File: config.mk
export PLATFORM = sky130hd
export DESIGN_NAME = connect4_game_fsm_flat
export DESIGN_NICKNAME = d
export VERILOG_FILES = /design/src/rtl/connect4_game_fsm_if.sv /design/src/rtl/connect4_game_fsm.sv /design/src/flat_wrapper.sv
export SDC_FILE = /design/constraint.sdc
export NUM_CORES = 1
export LEC_CHECK = 0
export CAP_MARGIN = 10
export CORE_AREA = 8 8 45 47
export DETAILED_ROUTE_END_ITERATION = 10
export DIE_AREA = 0 0 53 55
export GPL_TIMING_DRIVEN = 0
export HOLD_SLACK_MARGIN = 0.02
export SLEW_MARGIN = 10
export SYNTH_ARGS = -nofsm -noshare
export SYNTH_HDL_FRONTEND = slang
export SYNTH_SLANG_ARGS = --single-unit
File: constraint.sdc
create_clock -name clk -period 1.1 [get_ports clk]
set_input_delay 0.275 -clock clk [delete_from_list [all_inputs] [get_ports clk]]
set_output_delay 0.275 -clock clk [all_outputs]
set_load 0.005 [all_outputs]
File: src/rtl/connect4_game_fsm_if.sv
// -----------------------------------------------------------------------------
// connect4_game_fsm_if
// Bundles the signals between the board/column logic, the game-flow FSM and
// the display/UI logic.
//   invalid_move    : board -> FSM, 1 = move rejected, mover keeps the turn
//   in_game_status  : board -> FSM, 00 playing, 01 mover won, 10 tie, 11 = 00
//   player_turn     : board -> FSM, next player (0 = P1, 1 = P2)
//   out_game_status : FSM -> UI, latched result (00/01 P1/10 P2/11 tie)
//   current_state   : FSM -> UI, 00 P1_TURN, 01 P2_TURN, 10 GAME_OVER
//   move_count      : FSM -> UI, completed turn changes (only when
//                     CONNECT4_MOVE_COUNT_EN is defined)
// master modport: the environment (board + UI side).
// slave modport : the FSM.
// -----------------------------------------------------------------------------
interface connect4_game_fsm_if;
   logic       invalid_move;
   logic [1:0] in_game_status;
   logic       player_turn;
   logic [1:0] out_game_status;
   logic [1:0] current_state;
`ifdef CONNECT4_MOVE_COUNT_EN
   logic [5:0] move_count;
`endif

   modport master (
      output invalid_move, in_game_status, player_turn,
`ifdef CONNECT4_MOVE_COUNT_EN
      input  move_count,
`endif
      input  out_game_status, current_state
   );

   modport slave (
      input  invalid_move, in_game_status, player_turn,
`ifdef CONNECT4_MOVE_COUNT_EN
      output move_count,
`endif
      output out_game_status, current_state
   );
endinterface

File: src/rtl/connect4_game_fsm.sv
// -----------------------------------------------------------------------------
// connect4_game_fsm
// Game-flow controller: tracks the player on turn, holds the turn on an
// invalid move and latches the result (P1 win / P2 win / tie) until reset.
// Ports:
//   clk   : rising-edge clock
//   reset : asynchronous active-low reset, starts a new game with P1
//   bus   : connect4_game_fsm_if.slave (board inputs, registered outputs)
// Optional feature macro: CONNECT4_MOVE_COUNT_EN adds bus.move_count, a
// saturating (max 42) count of turn changes, frozen in GAME_OVER.
// All outputs come straight from flops; no input-to-output comb path.
// -----------------------------------------------------------------------------
module connect4_game_fsm (
   input  logic                  clk,
   input  logic                  reset,
   connect4_game_fsm_if.slave    bus
);

   typedef enum logic [1:0] {
      P1_TURN   = 2'b00,
      P2_TURN   = 2'b01,
      GAME_OVER = 2'b10,
      ILLEGAL   = 2'b11
   } state_e;

   localparam logic [1:0] ST_PLAY = 2'b00;
   localparam logic [1:0] ST_P1W  = 2'b01;
   localparam logic [1:0] ST_P2W  = 2'b10;
   localparam logic [1:0] ST_TIE  = 2'b11;

   state_e     state_q;
   logic [1:0] status_q;
`ifdef CONNECT4_MOVE_COUNT_EN
   logic [5:0] move_cnt_q;
`endif

   always_ff @(posedge clk or negedge reset) begin
      if (!reset) begin
         state_q  <= P1_TURN;
         status_q <= ST_PLAY;
`ifdef CONNECT4_MOVE_COUNT_EN
         move_cnt_q <= 6'd0;
`endif
      end else begin
         case (state_q)
            P1_TURN, P2_TURN: begin
               // Win beats tie beats invalid move; 11 on in_game_status
               // falls through as "in progress".
               if (bus.in_game_status == 2'b01) begin
                  state_q  <= GAME_OVER;
                  status_q <= (state_q == P1_TURN) ? ST_P1W : ST_P2W;
               end else if (bus.in_game_status == 2'b10) begin
                  state_q  <= GAME_OVER;
                  status_q <= ST_TIE;
               end else if (bus.invalid_move) begin
                  state_q  <= state_q;
                  status_q <= ST_PLAY;
               end else begin
                  state_q  <= bus.player_turn ? P2_TURN : P1_TURN;
                  status_q <= ST_PLAY;
`ifdef CONNECT4_MOVE_COUNT_EN
                  // Count only real hand-overs to the other player.
                  if ((bus.player_turn != state_q[0]) && (move_cnt_q < 6'd42))
                     move_cnt_q <= move_cnt_q + 6'd1;
`endif
               end
            end
            GAME_OVER: begin
               // Sticky until reset; result and counter frozen.
               state_q  <= GAME_OVER;
               status_q <= status_q;
            end
            default: begin
               state_q  <= P1_TURN;
               status_q <= ST_PLAY;
            end
         endcase
      end
   end

   assign bus.current_state   = state_q;
   assign bus.out_game_status = status_q;
`ifdef CONNECT4_MOVE_COUNT_EN
   assign bus.move_count      = move_cnt_q;
`endif

endmodule

File: src/flat_wrapper.sv
// flat-port wrapper written by rule: the top's interface ports become plain ports
module connect4_game_fsm_flat 
  (clk, reset, bus_invalid_move, bus_in_game_status, bus_player_turn, bus_out_game_status, bus_current_state);
  connect4_game_fsm_if bus_i ();
  input  logic clk;
  input  logic reset;
  input wire logic [$bits(bus_i.invalid_move)-1:0] bus_invalid_move;
  input wire logic [$bits(bus_i.in_game_status)-1:0] bus_in_game_status;
  input wire logic [$bits(bus_i.player_turn)-1:0] bus_player_turn;
  output wire logic [$bits(bus_i.out_game_status)-1:0] bus_out_game_status;
  output wire logic [$bits(bus_i.current_state)-1:0] bus_current_state;
  assign bus_i.invalid_move = bus_invalid_move;
  assign bus_i.in_game_status = bus_in_game_status;
  assign bus_i.player_turn = bus_player_turn;
  assign bus_out_game_status = bus_i.out_game_status;
  assign bus_current_state = bus_i.current_state;
  connect4_game_fsm u_core (.clk(clk), .reset(reset), .bus(bus_i));
endmodule
# After elaboration in Yosys (flattened, before gate mapping)
# Index checks and enable logic that the tools add are counted.
op_classes:
  reduce_logical: 2
  n_mux: 9
  eq_ne: 5
ops:
  columns: ["operator", "count"]
  rows:
  - ["two-way mux 2 bit", 6]
  - ["case mux 2 bit (2 select lines)", 2]
  - ["== test 2 x 1 -> 1 bit (second input constant)", 2]
  - ["== test 2 bit (second input constant)", 2]
  - ["!= test 4 x 2 -> 1 bit (second input constant)", 1]
  - ["zero test 2 bit", 1]
  - ["OR reduction 2 bit", 1]
  - ["two-way mux 1 bit", 1]
word_totals:
  input_bits: 6
  word_cells: 18
  regBits: 4

# Longest topological paths before layout
# Gate-level depths: netlist of the first run.
logic_depth:
  word_depth: 5
  mapped_depth: 5
  ltp_nobuf: 5

# Least setup slack after synthesis of the first run
# No wires, ideal clock.
synth_timing:
  path_kind: "input to register"
  from: "input bus_in_game_status[0]"
  to: "register u_core.state_q[0] (netlist: u_core.bus.current_state[0])"
  required_time_ns: 1.005
  cell_stages: 5
  path_buffers: 0
  t_arrival_ns: 0.865
  setup_slack_ns: 0.140
  cell_sequence: "inv_1 > ha_1 > nor4b_2 > nand2_1 > o31ai_1"
synth_between:
  elab_chain_cells: 4
  word_cells_on_any_way: 6
  cone_classes: "eq/ne: 3; mux: 3"
synth_lines:
  columns: ["item", "line_no", "source"]
  rows:
  - ["from (decl)", "flat_wrapper.sv:8", "input wire logic [$bits(bus_i.in_game_status)-1:0] bus_in_game_status;"]
  - ["== test 2 bit", "connect4_game_fsm.sv:52", "end else if (bus.in_game_status == 2'b10) begin"]
  - ["two-way mux 2 bit", "connect4_game_fsm.sv:52", null]
  - ["two-way mux 2 bit", "connect4_game_fsm.sv:49", "if (bus.in_game_status == 2'b01) begin"]
  - ["case mux 2 bit (2 select lines)", "connect4_game_fsm.sv:45", "case (state_q)"]
  - ["to (signal assigned)", "connect4_game_fsm.sv:56", "state_q <= state_q;"]
  - ["to (signal assigned)", "connect4_game_fsm.sv:59", "state_q <= bus.player_turn ? P2_TURN : P1_TURN;"]
  - ["to (decl)", "connect4_game_fsm.sv:31", "state_e state_q;"]
# Several ways; a longest one is shown, not always the timed one.
# A chain may end at the register's enable or synchronous reset.

# Worst setup path in the final report of the first run
layout_timing:
  from: "register u_core.state_q[1] (netlist: u_core.bus.current_state[1])"
  to: "output bus_current_state[1]"
layout_lines:
  columns: ["item", "line_no", "source"]
  rows:
  - ["to (decl)", "flat_wrapper.sv:11", "output wire logic [$bits(bus_i.current_state)-1:0] bus_current_state;"]
# No word-level cell between the ends.

==> results of run 1 <==
==> state kept, by name (all words and copies together) (netlist names) <==
register and flops:
u_core.bus.out_game_status 2, u_core.bus.current_state 2
==> timing repair <==
item                                    CTS  global route
gates cloned                              0             0
setup buffers                             3             0
pin swaps                                 2             2
endpoints found under the setup margin    7             4
resized for setup                        22             5
==> worst register-to-register path, stage by stage, from the launching register on <==
cell     delay, ns
dfrtp_2       0.41
buf_6         0.14
nor4b_4       0.21
nand2_1       0.10
o31ai_2       0.06
==> per-stage QoR <==
step / hold WS, ns / cell area [sq um] / utilization
detailed placement: 0.472 / 329 / 0.238
CTS: 0.242 / 393 / 0.284
global placement: 0.469 / 329 / 0.238
floorplan: -0.0206 / 219 / -
finish: 0.244 / 382 / 0.276
global route: 0.260 / 382 / 0.276
==> metal layers <==
layer,vias to the layer above,GRT usage,routed length (um)
li1,104,-,-
met1,98,0.0442,244
met2,7,0.0723,319
met3,2,0.0187,37
met4,0,0.0905,19
met5,-,0,0
==> layout make-up <==
| type | instances | area share |
|---|---|---|
| Multi-Input combinational cell | 15 | 0.357 |
| Sequential cell | 4 | 0.266 |
| Clock buffer | 3 | 0.0590 |
| Tap cell | 16 | 0.0525 |
| Timing Repair Buffer | 12 | 0.236 |
| Inverter | 3 | 0.0295 |
==> worst min-delay path by stage <==
stage | to | depth (start not counted) | from
CTS | u_core.bus.out_game_status[1] | 1 | reset
finish | u_core.bus.out_game_status[1] | 1 | reset
global route | u_core.bus.out_game_status[1] | 1 | reset
global placement | u_core.bus.out_game_status[1] | 2 | u_core.bus.out_game_status[1]
detailed placement | u_core.bus.out_game_status[0] | 2 | u_core.bus.out_game_status[0]
floorplan | u_core.bus.current_state[0] | 0 | reset
==> cell families (layout without fill, tap and decap cells) <==
kind of cell | Yosys count | after routing | share of synthesized area
adders and majority gates | 2 | 2 | 0.114
DFF | 4 | 4 | 0.457
muxes | 1 | 1 | 0.0457
AOI/OAI and AO/OA | 5 | 5 | 0.126
and+or+nand+nor | 7 | 7 | 0.206
buffers and inverters | 3 | 18 | 0.0514
==> power by group through the flow <==
stage	clock network, mW	logic, mW	registers, mW
6_report	0.191	0.123	0.194
5_1_grt	0.202	0.143	0.199
4_1_cts	0.199	0.146	0.196
3_5_place_dp	0	0.131	0.199
3_3_place_gp	0	0.130	0.197
2_1_floorplan	0	0.0348	0.201
==> synthesized netlist by cell type, drive strengths merged <==
cell type  n  area, sq um
and2b      1         8.76
nand2      4         15.0
o21ai      2         10.0
nor2b      1         6.26
dfrtp      4          100
mux2i      1         10.0
nor4b      1         15.0
ha         2         25.0
a21oi      2         10.0
o31ai      1         7.51
inv        3         11.3
==> results.json, run 1 <==
{
  "initial_core_util": 0.158,
  "layout.cells.most_common": "nand2_1",
  "arrival_ns": 0.78,
  "ctsLongestPathBuffers": 2,
  "grt_overflow": 0,
  "finalHoldViolCount": 0,
  "routedWlPerCell_um": 11.7,
  "numPortBuffers": 9,
  "antenna_found_initial": 0,
  "worstMarginPinSlew_ns": 0.198,
  "p_clk_frac": 0.376,
  "drt_pass1_iterations": 4,
  "htree_num_levels": 1,
  "startpoint": "u_core.bus.current_state[1]",
  "leakagePower_nw": 0.177,
  "status": "finished clean",
  "worstPathCellList": "buf_2",
  "via_per_inst": 3.98,
  "io_pins": 10,
  "netSwitchingPower_mw": 0.133,
  "timing.critical_path.to_type": "output pin",
  "clk_latency_ns": 0.24,
  "internal-power_mw": 0.375,
  "slowest_stage": "dfrtp_2",
  "drt_iter0_markers": 3,
  "cts_tree": "built",
  "worstPathMaxFanout": 2,
  "clk_pin_slew_ns": 0.04,
  "synth_cell_types": 11,
  "powerDensity_mw_per_mm2": 1330,
  "cp.depth": 1,
  "setup_violations": 0,
  "vias": 211,
  "clock-sinks": 4,
  "fillers": 154,
  "reg2regPathDepth": 4,
  "fp.dieW_um": 53,
  "worstReg2RegEnd": "u_core.bus.current_state[0]",
  "post-route-period-util": 0.957,
  "grt_usage": 0.0514,
  "cts_hold_buf": 0,
  "synth_nets": 30,
  "dieArea_sq_mm": 0.00292,
  "setup_tns_ns": 0,
  "ys_warn_count": 0,
  "ant_nets": 0,
  "place_congestion": 0.650,
  "syn_to_final_growth_pct": 74.3,
  "ys_seq_area_frac": 0.457,
  "hold_class": "in -> async",
  "ir_worst_vdd_v": 0.000342,
  "die_h_um": 55,
  "crit_required_ns": 0.82,
  "cap_violations": 0,
  "synthCells": 22,
  "core_sq_mm": 0.00138,
  "p_sw_frac": 0.262,
  "grt_pass1_vias": 228,
  "grt_pass1_wl_um": 986,
  "max_stage_delay_ns": 0.41,
  "regToRegSetupSlack_ns": 0.08,
  "crit_end": "bus_current_state[1]",
  "setup_ws_ns": 0.0470,
  "seq_area_sq_um": 101,
  "grt_max_degree": 7,
  "rsz0062_at_grt": "no",
  "wl_um": 621,
  "cts_made_buffers": 3,
  "fmax_mhz": 950,
  "synth_area_sq_um": 219,
  "multi_input_area_sq_um": 136,
  "rows": 14,
  "drc": 0,
  "cpLargestDelayFamily": "flip-flops",
  "startpoint_type": "flip-flop",
  "path_buf_inv": 1,
  "cts_root_buffer": "clkbuf_4",
  "place_ws_ns": -0.469,
  "ys_seq_elements": 4,
  "synth_area_per_cell_sq_um": 9.95,
  "fin_worst_skew_ns": 0.00393,
  "antennaDiodeCount": 0,
  "slew_violations": 0,
  "r2r_start": "u_core.bus.current_state[1]",
  "final_cell_mix": "4 x nand2_1, 3 x clkbuf_4, 3 x clkdlybuf4s50_1, 3 x buf_2, 3 x dfrtp_1",
  "p_seq_frac": 0.382,
  "combPwrFrac": 0.242,
  "final_cells": 53,
  "period_minus_slack_ns": 1.05,
  "hpwl_um": 426,
  "path_class": "reg -> out",
  "slew_headroom": 0.867,
  "drive_gt1_frac": 0.486,
  "fin_nets": 47,
  "place_inst": 47,
  "p_total_mw": 0.507
}
Power figures use the tool's default switching activity.
==> run 2, diff against run 1 <==
- CORE_AREA: 8 8 45 47 -> 2 2 39 41
- CTS_CLUSTER_SIZE: unset -> 20
- DIE_AREA: 0 0 53 55 -> 0 0 41 43
- GPL_ROUTABILITY_DRIVEN: unset -> 0
==> results.json, run 2 (synthesis gave the netlist of run 1 again) <==
{
  "cts_hold_buf": 0,
  "drt_pass1_iterations": 4,
  "leakagePower_nw": 0.179,
  "antenna_found_initial": 0,
  "p_clk_frac": 0.359,
  "grt_usage": 0.0976,
  "rows": 14,
  "slew_violations": 0,
  "cts_root_buffer": "clkbuf_4",
  "fin_worst_skew_ns": 0.00188,
  "finalHoldViolCount": 0,
  "grt_overflow": 0,
  "via_per_inst": 4.25,
  "antennaDiodeCount": 0,
  "hpwl_um": 358,
  "cts_tree": "built",
  "post-route-util": 0.283,
  "dieArea_sq_mm": 0.00176,
  "path_class": "reg -> reg",
  "worstMarginPinSlew_ns": 0.204,
  "htree_num_levels": 1,
  "drive_gt1_frac": 0.486,
  "post-route-period-util": 0.949,
  "setup_violations": 0,
  "rsz0062_at_grt": "yes",
  "startpoint_type": "flip-flop",
  "crit_required_ns": 1.23,
  "clk_latency_ns": 0.23,
  "p_seq_frac": 0.381,
  "worstPathMaxFanout": 6,
  "period_minus_slack_ns": 1.04,
  "powerDensity_mw_per_mm2": 1300,
  "io_pins": 10,
  "drt_iter0_markers": 1,
  "slew_headroom": 0.863,
  "wl_um": 609,
  "drc": 0,
  "ant_nets": 0,
  "grt_max_degree": 7,
  "combPwrFrac": 0.261,
  "final_cell_mix": "4 x nand2_1, 4 x clkbuf_2, 3 x clkbuf_4, 3 x clkdlybuf4s50_1, 3 x dfrtp_1",
  "status": "finished clean",
  "clk_pin_slew_ns": 0.04,
  "fin_nets": 47,
  "vias": 225,
  "fmax_mhz": 958,
  "timing.critical_path.to_type": "flip-flop",
  "syn_to_final_growth_pct": 78.9,
  "regToRegSetupSlack_ns": 0.06,
  "clock-sinks": 4,
  "fillers": 149,
  "initial_core_util": 0.158,
  "routedWlPerCell_um": 11.5,
  "grt_pass1_vias": 254,
  "fp.dieW_um": 41,
  "numPortBuffers": 9,
  "cts_made_buffers": 3,
  "ir_worst_vdd_v": 0.000478,
  "place_inst": 47,
  "core_sq_mm": 0.00138,
  "grt_pass1_wl_um": 1060,
  "hold_class": "in -> async",
  "arrival_ns": 1.18,
  "internal-power_mw": 0.380,
  "cap_violations": 0,
  "setup_tns_ns": 0,
  "p_sw_frac": 0.253,
  "netSwitchingPower_mw": 0.129,
  "p_total_mw": 0.509,
  "die_h_um": 43,
  "ctsLongestPathBuffers": 2,
  "final_cells": 53
}
run 2: changes by cell type in the layout (fill, tap and decap cells not counted):
| cell | previous run | this run |
|---|---|---|
| ha_2 | 1 | 0 |
| clkbuf_2 | 2 | 4 |
| buf_2 | 3 | 1 |
| ha_4 | 1 | 2 |
run 2: layer usage:
| layer | GRT usage | vias up | part of all wire |
|---|---|---|---|
| met5 | 0 | - | 0 |
| met4 | 0.120 | 0 | 0.051 |
| met3 | 0.0209 | 4 | 0.056 |
| met2 | 0.144 | 9 | 0.57 |
| met1 | 0.0939 | 104 | 0.32 |
| li1 | - | 108 | - |
run 2: stage by stage:
step / instance area, sq um / worst slack [ns] / hold slack [ns]
after global placement: 329 / -0.423 / 0.466
after global routing: 392 / -0.0169 / 0.244
final: 392 / 0.0556 / 0.248
after floorplan: 219 / 0.140 / -0.0206
after CTS: 398 / -0.0204 / 0.246
after detailed placement: 329 / -0.445 / 0.470
run 2: final timing paths:
| kind | endpoint | startpoint | depth (start not counted) |
|---|---|---|---|
| min reg2reg | u_core.bus.out_game_status[1] | u_core.bus.out_game_status[1] | 2 |
| min in group clk | u_core.bus.out_game_status[1] | u_core.bus.out_game_status[1] | 2 |
| min | u_core.bus.current_state[0] | reset | 1 |
| max reg2reg | u_core.bus.current_state[0] | u_core.bus.current_state[1] | 4 |
| max in group asynchronous | u_core.bus.current_state[1] | reset | 1 |
| max | u_core.bus.current_state[0] | u_core.bus.current_state[1] | 4 |
run 2: area by class of cell:
type	count	area [sq um]	area share
timing repair buffer	12	90.1	0.230
clock buffer	3	22.5	0.0575
sequential	4	101	0.259
tap	16	20.0	0.0511
inverter	3	11.3	0.0288
multi-input combinational	15	146	0.374
run 2: what timing repair did:
action | in CTS | in global routing
pin swaps | 3 | 2
setup endpoints to repair | 7 | 6
setup buffers | 3 | 0
gates resized for setup | 19 | 7
run 2: power by group through the flow:
stage / logic [mW] / registers, mW / clock network [mW]
finish: 0.133 / 0.194 / 0.183
global route: 0.147 / 0.199 / 0.203
CTS: 0.146 / 0.195 / 0.190
detailed placement: 0.128 / 0.198 / 0
global placement: 0.127 / 0.197 / 0
floorplan: 0.0348 / 0.201 / 0
run 2: critical path: stages, from the launching register on:
cell and delay (ns):
dfrtp_2 0.41, buf_6 0.14, nor4b_4 0.24, nand2_1 0.10, o31ai_2 0.07
